**config.mk**
```make
export PLATFORM = sky130hd
export DESIGN_NAME = disturb_irq_gen_flat
export DESIGN_NICKNAME = d
export VERILOG_FILES = /design/src/rtl/disturb_irq_gen_pkg.sv /design/src/rtl/disturb_irq_gen_if.sv /design/src/rtl/disturb_irq_gen_key_debounce.sv /design/src/rtl/disturb_irq_gen.sv /design/src/flat_wrapper.sv
export SDC_FILE = /design/constraint.sdc
export NUM_CORES = 1
export LEC_CHECK = 0
export BUFFER_PORTS_ARGS = -buffer_cell sky130_fd_sc_hd__buf_2
export CAP_MARGIN = 30
export CELL_PAD_IN_SITES_DETAIL_PLACEMENT = 1
export CELL_PAD_IN_SITES_GLOBAL_PLACEMENT = 2
export CORE_ASPECT_RATIO = 0.9
export CORE_MARGIN = 10
export CORE_UTILIZATION = 39
export DETAILED_ROUTE_END_ITERATION = 16
export PLACE_DENSITY_LB_ADDON = 0.1
export SYNTH_ARGS = -nofsm -noshare
export SYNTH_HDL_FRONTEND = slang
export SYNTH_SLANG_ARGS = --single-unit
```
**constraint.sdc**
```tcl
create_clock -name clk_out -period 2.3 [get_ports clk_out]
set_input_delay 0.575 -clock clk_out [delete_from_list [all_inputs] [get_ports clk_out]]
set_output_delay 0.575 -clock clk_out [all_outputs]
set_load 0.01 [all_outputs]
```
**src/rtl/disturb_irq_gen_pkg.sv**
```systemverilog
// -----------------------------------------------------------------------------
// lightflow_pkg
// Shared definitions for the light-flow LED sequencer interrupt logic.
//   db_state_t        : 2-bit debounce FSM state encoding
//   DEBOUNCE_CYC_DEF  : default debounce length in clk_out cycles (20 ms @ 50 kHz)
//   TIMEOUT_CYC_DEF   : default interrupt auto-clear timeout in clk_out cycles
//   CNT_W_DEF         : default counter width, wide enough for both defaults
// -----------------------------------------------------------------------------
package lightflow_pkg;

    typedef enum logic [1:0] {
        IDLE       = 2'd0,
        DB_PRESS   = 2'd1,
        HELD       = 2'd2,
        DB_RELEASE = 2'd3
    } db_state_t;

    localparam int unsigned DEBOUNCE_CYC_DEF = 1000;
    localparam int unsigned TIMEOUT_CYC_DEF  = 250000;
    localparam int unsigned CNT_W_DEF        = 18;

endpackage

```
**src/rtl/disturb_irq_gen_if.sv**
```systemverilog
// -----------------------------------------------------------------------------
// disturb_irq_gen_if
// Bundles the key/interrupt signals between the board key, the software clear
// source and the LED sequencer.
//   key_n          : raw push button, active-low, asynchronous
//   irq_clr        : single-cycle synchronous clear pulse
//   interrupt_flag : level, high freezes the LED pattern
//   key_pulse      : one-cycle strobe per confirmed press
// Modports: master drives key_n/irq_clr, slave (the generator) drives the
// flag and the strobe.
// -----------------------------------------------------------------------------
interface disturb_irq_gen_if;

    logic key_n;
    logic irq_clr;
    logic interrupt_flag;
    logic key_pulse;

    modport master (
        output key_n,
        output irq_clr,
        input  interrupt_flag,
        input  key_pulse
    );

    modport slave (
        input  key_n,
        input  irq_clr,
        output interrupt_flag,
        output key_pulse
    );

endinterface

```
**src/rtl/disturb_irq_gen_key_debounce.sv**
```systemverilog
// -----------------------------------------------------------------------------
// key_debounce
// Synchronises the raw active-low key, debounces press and release with a
// four-state FSM and reports each confirmed press.
//   clk_out   : system clock
//   rst       : asynchronous active-high reset
//   key_n     : raw push button, active-low, asynchronous to clk_out
//   confirm   : combinational, high in the cycle whose edge completes a press
//   key_pulse : registered copy of confirm, one cycle per confirmed press
// -----------------------------------------------------------------------------
module key_debounce
    import lightflow_pkg::*;
#(
    parameter int unsigned DEBOUNCE_CYC = DEBOUNCE_CYC_DEF,
    parameter int unsigned CNT_W        = CNT_W_DEF
) (
    input  logic clk_out,
    input  logic rst,
    input  logic key_n,
    output logic confirm,
    output logic key_pulse
);

    localparam logic [CNT_W-1:0] DB_LAST = CNT_W'(DEBOUNCE_CYC - 1);

    logic             sync_1;
    logic             key_s;
    db_state_t        state;
    logic [CNT_W-1:0] cnt;

    // Two-flop synchroniser; resets to the released level so a key held
    // through reset is seen as a fresh press afterwards.
    always_ff @(posedge clk_out or posedge rst) begin
        if (rst) begin
            sync_1 <= 1'b1;
            key_s  <= 1'b1;
        end else begin
            sync_1 <= key_n;
            key_s  <= sync_1;
        end
    end

    // The press is confirmed on the edge that would otherwise move the counter
    // past DEBOUNCE_CYC-1 while the key is still low.
    assign confirm = (state == DB_PRESS) && !key_s && (cnt == DB_LAST);

    always_ff @(posedge clk_out or posedge rst) begin
        if (rst) begin
            state <= IDLE;
            cnt   <= '0;
        end else begin
            case (state)
                IDLE: begin
                    if (!key_s) begin
                        state <= DB_PRESS;
                        cnt   <= '0;
                    end
                end
                DB_PRESS: begin
                    if (key_s) begin
                        state <= IDLE;
                        cnt   <= '0;
                    end else if (cnt == DB_LAST) begin
                        state <= HELD;
                        cnt   <= '0;
                    end else begin
                        cnt <= cnt + 1'b1;
                    end
                end
                HELD: begin
                    if (key_s) begin
                        state <= DB_RELEASE;
                        cnt   <= '0;
                    end
                end
                DB_RELEASE: begin
                    if (!key_s) begin
                        state <= HELD;
                        cnt   <= '0;
                    end else if (cnt == DB_LAST) begin
                        state <= IDLE;
                        cnt   <= '0;
                    end else begin
                        cnt <= cnt + 1'b1;
                    end
                end
                default: begin
                    state <= IDLE;
                    cnt   <= '0;
                end
            endcase
        end
    end

    always_ff @(posedge clk_out or posedge rst) begin
        if (rst) begin
            key_pulse <= 1'b0;
        end else begin
            key_pulse <= confirm;
        end
    end

endmodule

```
**src/rtl/disturb_irq_gen.sv**
```systemverilog
// -----------------------------------------------------------------------------
// disturb_irq_gen
// Generates the freeze request for the light-flow LED sequencer. Each
// confirmed key press toggles interrupt_flag; a software clear or the
// programmable timeout drops it again.
//   clk_out : system clock shared with the LED sequencer
//   rst     : asynchronous active-high reset
//   bus     : slave side of disturb_irq_gen_if
//             (key_n, irq_clr in; interrupt_flag, key_pulse out)
// Flag priority: irq_clr > press toggle > timeout expiry > hold.
// -----------------------------------------------------------------------------
module disturb_irq_gen
    import lightflow_pkg::*;
#(
    parameter int unsigned DEBOUNCE_CYC = DEBOUNCE_CYC_DEF,
    parameter int unsigned TIMEOUT_CYC  = TIMEOUT_CYC_DEF,
    parameter int unsigned CNT_W        = CNT_W_DEF
) (
    input  logic            clk_out,
    input  logic            rst,
    disturb_irq_gen_if.slave bus
);

    // TIMEOUT_CYC of 0 disables expiry, so its compare value is never used.
    localparam logic [CNT_W-1:0] TO_LAST =
        (TIMEOUT_CYC == 0) ? '0 : CNT_W'(TIMEOUT_CYC - 1);
    localparam logic TO_EN = (TIMEOUT_CYC != 0);

    logic             confirm;
    logic             key_pulse;
    logic             flag;
    logic             flag_next;
    logic             expire;
    logic [CNT_W-1:0] tcnt;

    key_debounce #(
        .DEBOUNCE_CYC (DEBOUNCE_CYC),
        .CNT_W        (CNT_W)
    ) u_key_debounce (
        .clk_out   (clk_out),
        .rst       (rst),
        .key_n     (bus.key_n),
        .confirm   (confirm),
        .key_pulse (key_pulse)
    );

    assign expire = TO_EN && flag && (tcnt == TO_LAST);

    // A press coinciding with expiry toggles a set flag to 0, which already
    // agrees with the expiry, so no extra case is needed.
    always_comb begin
        flag_next = flag;
        if (bus.irq_clr) begin
            flag_next = 1'b0;
        end else if (confirm) begin
            flag_next = ~flag;
        end else if (expire) begin
            flag_next = 1'b0;
        end
    end

    always_ff @(posedge clk_out or posedge rst) begin
        if (rst) begin
            flag <= 1'b0;
        end else begin
            flag <= flag_next;
        end
    end

    // The counter sits at 0 while the flag is low, so on a rising edge it
    // starts from 0 and expiry lands exactly TIMEOUT_CYC cycles later.
    always_ff @(posedge clk_out or posedge rst) begin
        if (rst) begin
            tcnt <= '0;
        end else if (!TO_EN || !flag || expire) begin
            tcnt <= '0;
        end else begin
            tcnt <= tcnt + 1'b1;
        end
    end

    assign bus.interrupt_flag = flag;
    assign bus.key_pulse      = key_pulse;

endmodule

```
**src/flat_wrapper.sv**
```systemverilog
// flat-port wrapper written by rule: the top's interface ports become plain ports
module disturb_irq_gen_flat import lightflow_pkg::*;
#(
    parameter int unsigned DEBOUNCE_CYC = DEBOUNCE_CYC_DEF,
    parameter int unsigned TIMEOUT_CYC  = TIMEOUT_CYC_DEF,
    parameter int unsigned CNT_W        = CNT_W_DEF
)
  (clk_out, rst, bus_key_n, bus_irq_clr, bus_interrupt_flag, bus_key_pulse);
  disturb_irq_gen_if bus_i ();
  input  logic clk_out;
  input  logic rst;
  input wire logic [$bits(bus_i.key_n)-1:0] bus_key_n;
  input wire logic [$bits(bus_i.irq_clr)-1:0] bus_irq_clr;
  output wire logic [$bits(bus_i.interrupt_flag)-1:0] bus_interrupt_flag;
  output wire logic [$bits(bus_i.key_pulse)-1:0] bus_key_pulse;
  assign bus_i.key_n = bus_key_n;
  assign bus_i.irq_clr = bus_irq_clr;
  assign bus_interrupt_flag = bus_i.interrupt_flag;
  assign bus_key_pulse = bus_i.key_pulse;
  disturb_irq_gen #(.DEBOUNCE_CYC(DEBOUNCE_CYC), .TIMEOUT_CYC(TIMEOUT_CYC), .CNT_W(CNT_W)) u_core (.clk_out(clk_out), .rst(rst), .bus(bus_i));
endmodule
```
==> results.md <==
- CTS Sinks: 42
- Async SR Flop Fraction: between 90% and 100%
- Antenna Nets Post-Route: 0
- Max IR drop VDD: roughly 0.6 mV
- Power after layout: between 0.0015 and 0.002 W
- Ys Warns: 0
- DRC viols: 0
- Top Family by Delay on Critical Path: simple AND/OR/NAND/NOR gates
- DRT Pass-1 Iters: 4
- Area of the core: 0.00538 mm²
- Crit-path cells: xnor2_2 -> and2_0 -> o21ai_2 -> or4_1 -> nand3_1
- Grt ovf: 0
- Run status: finished clean
- Layout cells sized above 1: 15.0%
- # port buffers: 5
- Fillcell total: 625
- Final setup TNS: 0 ps
- P per Cell Area: 785 mW/mm²
- Maximum clock path buffer count: 2
- Final Max Slew Viols: 0
- #FFs+latches synth: between 40 and 50
- Critical Path AT: 2260 ps
- TritonCTS clock tree: built
- Total wire length: between 5000 and 6000 µm
- Worst slew pin tran: 549 ps
- Post-layout min period: between 2000 and 2500 ps
- Mapped Area: 0.00222 mm²
- Die height: 91.5 µm
- Max Freq: a little under 500 MHz
- Syn avg cell area: ~9.4 µm²
- Reg clk slew, reported paths: about 80 ps
- Register area share after synthesis: a little under half
- DR WL/cell: 17.3 µm
- Vias in the first global route: ~1,800
- EDFF count, synth: 0
- CP startpoint kind: register
- Via count: between 1,500 and 2,000
- Worst setup EP type: register
- Largest net degree at the start of global routing: 43
- First-pass GRT wire length: 9280 µm
- Sum of buffers and inverters on the critical path: 0
- Clock root buffer: clkbuf_8
- Clk_lat worst skew: 300 ps
- Gpl congestion: a little under 0.9
- Die W: about 100 µm
- Total GRT Usage: about an eighth
- Post-CTS Setup Inserts: 0
- Starting DRT DRC Count: 53
- CP Max Fanout: 11
- RSZ-0062 raised after global routing: false
- H-tree levels: 2
- Place WS: 128 ps
- Dpl cell area: ~0.0023 mm²
- Fin nets: 252
- Cell area after layout: between 0.002 and 0.0025 mm²
- Critical path class: reg -> reg
- Max cap viols: 0
- IO Pins: 6
- CP required: roughly 2500 ps
- Ys flop type: dfrtp_1
- Leak: 1.07 nW
- Vias per cell: around 5.6
- Crit-path slowest cell: dfstp_2
- Resized cells post-CTS: 0
- Min-delay worst type: reg -> reg
- Initial antenna violation count: 0
- Minimum hold slack: approximately 360 ps
- Worst Clk Skew: around 2.9 ps
- Synthesized Nets: around 240
- Cts hold-fix bufs: 0
- Largest stage delay, worst path: between 500 and 600 ps
- Ant. Diodes: 0
- Max-slew headroom: a little under two thirds
- TritonCTS Buffers: 5
- Site Rows: 25
- Period utilisation layout: roughly 88%
- Die ar.: about 0.009 mm²
- Final setup viols: 0
- Synth-to-Final Area Change: 11.7%
- Post-DP HPWL: 3850 µm
- Initial Util: approximately 41%
- Final hold violation count: 0
- PnR worst setup slack: 278 ps
- Cells after Synth: between 200 and 250
- Cell variety after synth: between 40 and 50
## routing by layer
metal  up-vias  GRT usage [%]  part of all wire, %
li1        862              -                    -
met5         -              0                    0
met4         0           3.22                  1.0
met1       886           17.3                   52
met2        12           18.4                   44
met3         7           2.80                  2.9
## cells in the mapped netlist (3+ instances only)
master / count / area share (%)
dfrtp_1: 40 / 45
nand2_1: 29 / 4.9
nand3_1: 24 / 5.4
nor2_1: 23 / 3.9
xor2_1: 14 / 5.5
nand4_1: 9 / 2.5
o21ai_0: 9 / 2.0
or3_1: 8 / 2.3
a21oi_1: 7 / 1.6
nor3_1: 6 / 1.4
and3_1: 5 / 1.4
inv_1: 5 / 0.85
nor4_1: 5 / 1.4
buf_2: 4 / 0.90
a21o_1: 3 / 1.0
and2_1: 3 / 0.85
clkbuf_2: 3 / 0.68
## power by group
| part | switching, W | internal, W |
|---|---|---|
| Clock | 0.000274 | 0.000435 |
| Combinational | 0.000274 | 0.000144 |
| Sequential | 0.0000413 | 0.000777 |
| Total | 0.000590 | 0.00136 |
## layout by cell type, fill, tap and decap left out, types with 3 or more instances in the layout
| master | Yosys | final |
|---|---|---|
| nand2_1 | 29 | 29 |
| o21ai_0 | 9 | 9 |
| buf_4 | 1 | 9 |
| a21o_1 | 3 | 3 |
| nor4_1 | 5 | 5 |
| and3_1 | 5 | 5 |
| dfrtp_1 | 40 | 40 |
| nor3_1 | 6 | 6 |
| nor2_1 | 23 | 23 |
| inv_1 | 5 | 5 |
| and2_1 | 3 | 3 |
| nand4_1 | 9 | 9 |
| buf_2 | 4 | 5 |
| nand3_1 | 24 | 24 |
| clkbuf_8 | 0 | 5 |
| xor2_1 | 14 | 14 |
| a21oi_1 | 7 | 7 |
| or3_1 | 8 | 8 |
## final timing paths
| check | to | cells after the start | slack (ps) | start |
|---|---|---|---|---|
| worst max register to register | u_core.u_key_debounce.cnt[13]$_DFFE_PP0P_ | 5 | 280 | u_core.u_key_debounce.key_s$_DFF_PP1_ |
| max in group asynchronous | u_core.u_key_debounce.key_s$_DFF_PP1_ | 3 | 1510 | rst |
| worst min-delay path | u_core.u_key_debounce.key_s$_DFF_PP1_ | 0 | 360 | u_core.u_key_debounce.sync_1$_DFF_PP1_ |
| min in group asynchronous | u_core.u_key_debounce.cnt[17]$_DFFE_PP0P_ | 3 | 410 | rst |
| worst max-delay path | u_core.u_key_debounce.cnt[13]$_DFFE_PP0P_ | 5 | 280 | u_core.u_key_debounce.key_s$_DFF_PP1_ |
| worst min register to register | u_core.u_key_debounce.key_s$_DFF_PP1_ | 0 | 360 | u_core.u_key_debounce.sync_1$_DFF_PP1_ |
## registers in the layout (all words and copies together) (netlist names), named ones only
signal	cells
u_core.bus.interrupt_flag	1
u_core.tcnt	18
u_core.u_key_debounce.cnt	18
u_core.u_key_debounce.key_pulse	1
u_core.u_key_debounce.key_s	1
u_core.u_key_debounce.state	1
u_core.u_key_debounce.sync_1	1
## cell type report
type / count / area [µm²] / share of cell area [%]
clock buffers: 5 / 68.8 / 2.78
well taps: 67 / 83.8 / 3.38
flip-flops and latches: 42 / 1050 / 42.5
multi-input cells: 177 / 1070 / 43.2
repair buffers: 15 / 113 / 4.55
inverters: 5 / 18.8 / 0.758
clock inverters: 3 / 68.8 / 2.78
## metrics by stage
stage                     std cells  utilization, %
after floorplan                 235               -
after global placement          306            43.4
after detailed placement        306            43.4
after CTS                       314            46.0
after global routing            314            46.0
final                           314            46.0
## kinds of logic (layout without fill, tap and decap cells)
family	after synthesis	count (layout)	share of synthesized area [%]
AOI/OAI and AO/OA	31	31	9.26
xor gates and xnor gates	16	16	6.66
adders and majority gates	2	2	1.13
buffers and inverters	16	28	4.35
DFF	42	42	47.5
muxes	2	2	0.959
and+or+nand+nor	126	126	30.1
Note: power is estimated with default switching activity, not from simulation.
